==> src/rtl/onn_pkg.sv <==
// Shared definitions for the ONN image path: frame geometry and the
// receiver state encoding.
package onn_pkg;

  // 3x5 neurons, 4 bits each.
  localparam int FRAME_W = 60;
  localparam int CNT_W   = $clog2(FRAME_W + 1);

  typedef enum logic [1:0] {
    IDLE  = 2'd0,
    RECV  = 2'd1,
    CHECK = 2'd2,
    DRAIN = 2'd3
  } rx_state_t;

endpackage

==> src/rtl/img_rx.sv <==
// Serial image receiver. Deserialises one bit per clock while load is high
// into a FRAME_W-bit pattern, rejects short and long frames, and hands good
// patterns to the ONN core through a valid/ready holding register.
module img_rx
  import onn_pkg::*;
#(
  parameter int FRAME_W = onn_pkg::FRAME_W,
  parameter int CNT_W   = $clog2(FRAME_W + 1)
) (
  input  logic               sclk,
  input  logic               rst_n,
  input  logic               data_in,
  input  logic               load,
  output logic [FRAME_W-1:0] img_out,
  output logic               img_valid,
  input  logic               img_ready,
  output logic               frame_err,
  output logic               overrun,
  output logic               busy,
  output logic [7:0]         frames_ok
);

  rx_state_t          state_q, state_d;
  logic [CNT_W-1:0]   cnt_q, cnt_d;
  logic [FRAME_W-1:0] sr_q, sr_d;
  logic [FRAME_W-1:0] img_out_q, img_out_d;
  logic               img_valid_q, img_valid_d;
  logic               frame_err_q, frame_err_d;
  logic               overrun_q, overrun_d;
  logic [7:0]         frames_ok_q, frames_ok_d;
  logic               publish_req;

  // Next-state, datapath and handshake decode.
  always_comb begin
    // NOTE: every variable gets a default first so no path leaves one unassigned (no latches).
    state_d     = state_q;
    cnt_d       = cnt_q;
    sr_d        = sr_q;
    img_out_d   = img_out_q;
    img_valid_d = img_valid_q;
    frame_err_d = 1'b0;
    overrun_d   = 1'b0;
    frames_ok_d = frames_ok_q;
    publish_req = 1'b0;

    case (state_q)
      IDLE: begin
        if (load) begin
          // First bit ends up in bit 0 once the whole frame has shifted in.
          sr_d    = {data_in, sr_q[FRAME_W-1:1]};
          cnt_d   = CNT_W'(1);
          state_d = RECV;
        end
      end
      RECV: begin
        if (load) begin
          sr_d  = {data_in, sr_q[FRAME_W-1:1]};
          cnt_d = cnt_q + 1'b1;
          if (cnt_q == CNT_W'(FRAME_W - 1)) state_d = CHECK;
        end else begin
          // Load dropped early: short frame.
          frame_err_d = 1'b1;
          cnt_d       = '0;
          state_d     = IDLE;
        end
      end
      CHECK: begin
        cnt_d = '0;
        if (load) begin
          // One bit too many: long frame, swallow the rest silently.
          frame_err_d = 1'b1;
          state_d     = DRAIN;
        end else begin
          publish_req = 1'b1;
          state_d     = IDLE;
        end
      end
      DRAIN: begin
        if (!load) state_d = IDLE;
      end
      default: state_d = IDLE;
    endcase

    // A publish may replace a pattern only if the core takes the old one now.
    if (publish_req) begin
      if (!img_valid_q || img_ready) begin
        img_out_d   = sr_q;
        img_valid_d = 1'b1;
        frames_ok_d = frames_ok_q + 8'd1;
      end else begin
        overrun_d = 1'b1;
      end
    end else if (img_valid_q && img_ready) begin
      img_valid_d = 1'b0;
    end
  end

  // State and datapath registers.
  always_ff @(posedge sclk or negedge rst_n) begin
    if (!rst_n) begin
      // NOTE: the shift register is reset too, so a frame cut by reset leaves no stale bits.
      state_q     <= IDLE;
      cnt_q       <= '0;
      sr_q        <= '0;
      img_out_q   <= '0;
      img_valid_q <= 1'b0;
      frame_err_q <= 1'b0;
      overrun_q   <= 1'b0;
      frames_ok_q <= 8'd0;
    end else begin
      // NOTE: non-blocking assignments so every flop samples pre-edge values.
      state_q     <= state_d;
      cnt_q       <= cnt_d;
      sr_q        <= sr_d;
      img_out_q   <= img_out_d;
      img_valid_q <= img_valid_d;
      frame_err_q <= frame_err_d;
      overrun_q   <= overrun_d;
      frames_ok_q <= frames_ok_d;
    end
  end

  assign img_out   = img_out_q;
  assign img_valid = img_valid_q;
  assign frame_err = frame_err_q;
  assign overrun   = overrun_q;
  assign frames_ok = frames_ok_q;
  assign busy      = (state_q != IDLE);

endmodule

==> config.mk <==
export PLATFORM = sky130hd
export DESIGN_NAME = img_rx
export DESIGN_NICKNAME = d
export VERILOG_FILES = /design/src/rtl/onn_pkg.sv /design/src/rtl/img_rx.sv
export SDC_FILE = /design/constraint.sdc
export NUM_CORES = 1
export LEC_CHECK = 0
export BUFFER_PORTS_ARGS = -buffer_cell sky130_fd_sc_hd__buf_2
export CORE_MARGIN = 3
export CORE_UTILIZATION = 40
export DETAILED_ROUTE_END_ITERATION = 12
export GPL_ROUTABILITY_DRIVEN = 1
export PLACE_DENSITY = 0.63
export SYNTH_ARGS = -nofsm -noshare
export SYNTH_HDL_FRONTEND = slang
export SYNTH_SLANG_ARGS = --single-unit
export TNS_END_PERCENT = 20
==> constraint.sdc <==
create_clock -name sclk -period 2.1 [get_ports sclk]
set_clock_uncertainty 0.1 [all_clocks]
set_input_delay 0.105 -clock sclk [delete_from_list [all_inputs] [get_ports sclk]]
set_output_delay 0.105 -clock sclk [all_outputs]
set_load 0.01 [all_outputs]
# == Word level (Yosys, flattened, before mapping) ==
# Cells that the tools add are included.
# totals
ff_bits,139
output_inout_bits,72
in_bits,5
wordCells,49
# op_classes
muxes,18
eq_ne,8
add_sub_neg,2
n_reduce_logical,13
# ops
cell,n
6-bit case mux with 3 select lines,1
6-bit 2-to-1 mux,2
2-bit 2-to-1 mux,5
8-bit by 1-bit adder with 8-bit output (second input constant),1
1-bit 2-to-1 mux,8
2-bit case mux with 4 select lines,1
2-bit AND reduction,4
6-bit by 1-bit adder with 6-bit output (second input constant),1
6-bit equality test (second input constant),1
2-bit equality test (second input constant),2
2-bit inequality test (second input constant),2
2-bit nonzero test,2
3-bit inequality test (second input constant),1
3-bit AND reduction,1
3-bit nonzero test,1
2-bit by 1-bit equality test with 1-bit output (second input constant),1
2-bit zero test,1
2-bit by 1-bit inequality test with 1-bit output (second input constant),1
1-bit case mux with 2 select lines,1
2-bit OR reduction,1
1-bit logical AND,1
1-bit zero test,1
1-bit logical OR,1

# == Longest topological paths before layout ==
# logic_depth
depth_word,4
ltp_mapped,9
mapped_depth_nobuf,6

# == Worst setup path before layout ==
# OpenSTA, ideal clock, no wires.
# synth_path
path_kind,register -> register
from,register state_q[0]
to,register img_out_q[46] (netlist: img_out[46])
t_arrival_ns,1.636
synth_period_minus_slack_ns,1.861
path_slack_ns,0.239
n_path_buf,3
stages_incl_launch_ff,9
required_ns,1.875
setup_time_ns,0.125
path_cell_list,dfrtp_1 -> inv_1 -> ha_1 -> nand2b_4 -> nor2b_2 -> buf_6 -> buf_8 -> buf_6 -> mux2_4
# synth_between
elab_chain_cells,3
# synth_lines
item,line_no,rtl
"start, declared",img_rx.sv:23,"rx_state_t state_q, state_d;"
"start signal, assigned",img_rx.sv:112,state_q <= state_d;
2-bit equality test,img_rx.sv:46,case (state_q)
1-bit 2-to-1 mux,img_rx.sv:46,
2-bit AND reduction (no line),-,
"end signal, assigned",img_rx.sv:115,img_out_q <= img_out_d;
"end, declared",img_rx.sv:26,"logic [FRAME_W-1:0] img_out_q, img_out_d;"
# Every way passes these cells.
# A chain may end at the register's enable or synchronous reset.

# == Final worst setup path ==
# layout_path
from,register state_q[0]
to,register img_out_q[31] (netlist: img_out[31])
# The elaborated chain is that of the path after synthesis.

==> impl_metrics.tcl <==
set metrics [dict create \
    coreArea_um2 13300 \
    ff2ff_path_depth 6 \
    critical_path.startpoint "state_q[0]" \
    syn_area_per_cell_um2 15.8 \
    grt_max_degree 57 \
    grt_pass1_wl_um 15700 \
    worst_pin_slew_ns 0.533 \
    ant_nets 0 \
    synth_edf_count 0 \
    critical_path.endpoint_type "flip-flop" \
    gp_congestion 0.777 \
    setup_tns_ns 0 \
    grt_antenna_before_repair 0 \
    clkTransAtPathRegs_ns 0.06 \
    ir_drop_mv 0.614 \
    hold_viol 0 \
    ys_async_sr_fraction_pct 100 \
    die-area_um2 15200 \
    max_slew_margin_pct 64.5 \
    r2r_slack_ns 0.11 \
    setup_viol 0 \
    synth_flop_cell "dfrtp_1" \
    clock_sinks 139 \
    cts_buffers 17 \
    clock_path_buffers 2 \
    synth_cell_types 35 \
    detailed_place_hpwl_um 6040 \
    synthTopCellsByCount "dfrtp_1, mux2_2, mux2_4" \
    crit_end "img_out[31]" \
    fmax_mhz 501 \
    regArea_um2 3480 \
    multiInputGateArea_um2 1890 \
    syn-instance-count 349 \
    finalWorstPathRequiredPeriod_ns 1.99 \
    synth.most_common_cell "dfrtp_1" \
    fill_cells 1163 \
    h-tree-depth 4 \
    clk_latency_ns 0.41 \
    chipHeight_um 123 \
    insertedDiodeCount 0 \
    drt_wl_total_um 9410 \
    io_pins 77 \
    synth_seq_cells 139 \
    rows 42 \
    postCtsSetupBuffers 0 \
    drt_iter0_drc 126 \
    io_buffers 76 \
    fin_ws_ns 0.106 \
    dp_slack_ns 0.0892 \
    root_buffer "clkbuf_16" \
    syn_to_final_growth_pct 22.6 \
    rsz0062_at_grt "false" \
    routed_via_density 4.90 \
    worstPathMaxFanout 26 \
    wire_per_inst_um 14.9 \
    route.detailed.drc 0 \
    drive_gt1_share_pct 53.3 \
    gr-usage-all-layers_pct 13.5 \
    cap_violations 0 \
    timing.rr.end "img_out[31]" \
    synthesis.area_um2 5500 \
    ys_warn_count 0 \
    p_per_area_nw_per_um2 1180 \
    grt_pass1_vias 3132 \
    rr_startpoint "state_q[0]" \
    dr.pass1.iters 4 \
    overflow 0 \
    maxSlewViolCount 0 \
    cts_tree "built" \
    synth_area_leaders "dfrtp_1, mux2_2, mux2_4, ha_1, xnor2_1" \
    hp-class "input port to asynchronous set/reset pin" \
    yosysTopAreaCellShare_pct 63.3 \
    ys_seq_area_share_pct 63.3 \
    required_ns 2.30 \
    crit_type "flip-flop to flip-flop" \
    critPathLaunchType "flip-flop" \
    vias 3086 \
    fin_crit_sh_pct 95.0 \
    final_nets 454 \
    cp_data_arrival_time_ns 2.19 \
    die_w_um 123 \
    syn_nets 362 \
    initial_utilization_pct 41.2 \
    post-synth-top-area-cell "dfrtp_1" \
    status "finished clean" \
    power.static_leakage_nw 3.52 \
]
flip-flops by register name, summed over array words and instances, names as in the netlist:
register / flops
sr_q: 60
frame_err: 1
cnt_q: 6
frames_ok: 8
img_valid: 1
state_q: 2
overrun: 1
img_out: 60
power by group:
part	switching [mW]	internal, mW
clock network	1.08	1.79
logic	0.766	0.861
registers	0.300	3.12
area by class of cell:
class | count | share of cell area [%]
sequential | 139 | 51.6
multi-input combinational | 189 | 28.1
timing repair buffer | 89 | 8.20
clock buffer | 19 | 6.72
tap | 176 | 3.27
clock inverter | 13 | 1.86
inverter | 5 | 0.278
critical path: stages (launching register included):
cell and delay [ns]:
dfrtp_1 0.43, inv_1 0.14, ha_2 0.26, nand2b_4 0.08, nor2b_4 0.22, clkbuf_16 0.28
mux2_2 0.35
how the worst min path moves through the flow:
stage                       to  startpoint  slack [ns]
CTS                 img_out[0]       rst_n        0.13
finish              img_out[0]       rst_n        0.12
floorplan             cnt_q[0]       rst_n       -0.29
detailed placement     sr_q[0]       rst_n       0.008
global route        img_out[0]       rst_n        0.17
global placement    img_out[0]       rst_n      -0.002
kinds of logic after synthesis:
| family | Yosys count | synth area share, % |
|---|---|---|
| flops | 139 | 63.3 |
| mux | 123 | 25.9 |
| simple gates | 35 | 3.50 |
| buf+inv | 21 | 2.69 |
| compound gates | 16 | 1.75 |
| fa+ha+maj | 8 | 1.82 |
| xor+xnor | 7 | 1.12 |
metal layers:
layer / GRT usage, % / up-vias / part of all wire [%]
met5: 0 / - / 0
met4: 6.64 / 0 / 2.0
met3: 4.94 / 18 / 6.7
met2: 19.9 / 78 / 45
met1: 17.7 / 1579 / 47
li1: - / 1411 / -
stage by stage:
| step | utilization, % | instances | power, mW | hold WS, ns | instance area (µm²) |
|---|---|---|---|---|---|
| after CTS | 50.3 | 629 | 8.02 | 0.131 | 6710 |
| after global placement | 45.6 | 593 | 5.02 | -0.00244 | 6090 |
| after floorplan | - | 349 | 4.54 | -0.291 | 5500 |
| after global routing | 50.5 | 630 | 8.38 | 0.166 | 6740 |
| final | 50.5 | 630 | 7.92 | 0.124 | 6740 |
| after detailed placement | 45.6 | 593 | 5.10 | 0.00758 | 6090 |
timing repair:
action                                 in CTS  in global routing
hold buffers                                4                  0
endpoints found under the hold margin     104                  0
setup endpoints to repair                   0                 38
resized for setup                           0                  3
cell usage in the layout (no fill, tap or decap), drive strengths merged, types with 2 or more instances in the layout:
cell,netlist,routed
o21ai,8,8
nand2,9,9
clkinv,0,10
o22ai,2,2
nand2b,3,3
and3,3,3
dlygate4sd3,0,4
mux2,122,122
bufinv,0,2
nor2b,3,3
inv,5,5
clkbuf,0,20
nor2,5,5
ha,8,8
nand4,4,4
a21oi,2,2
buf,16,84
nand3,3,3
dfrtp,139,139
xnor2,6,6
Power figures use the tool's default switching activity.
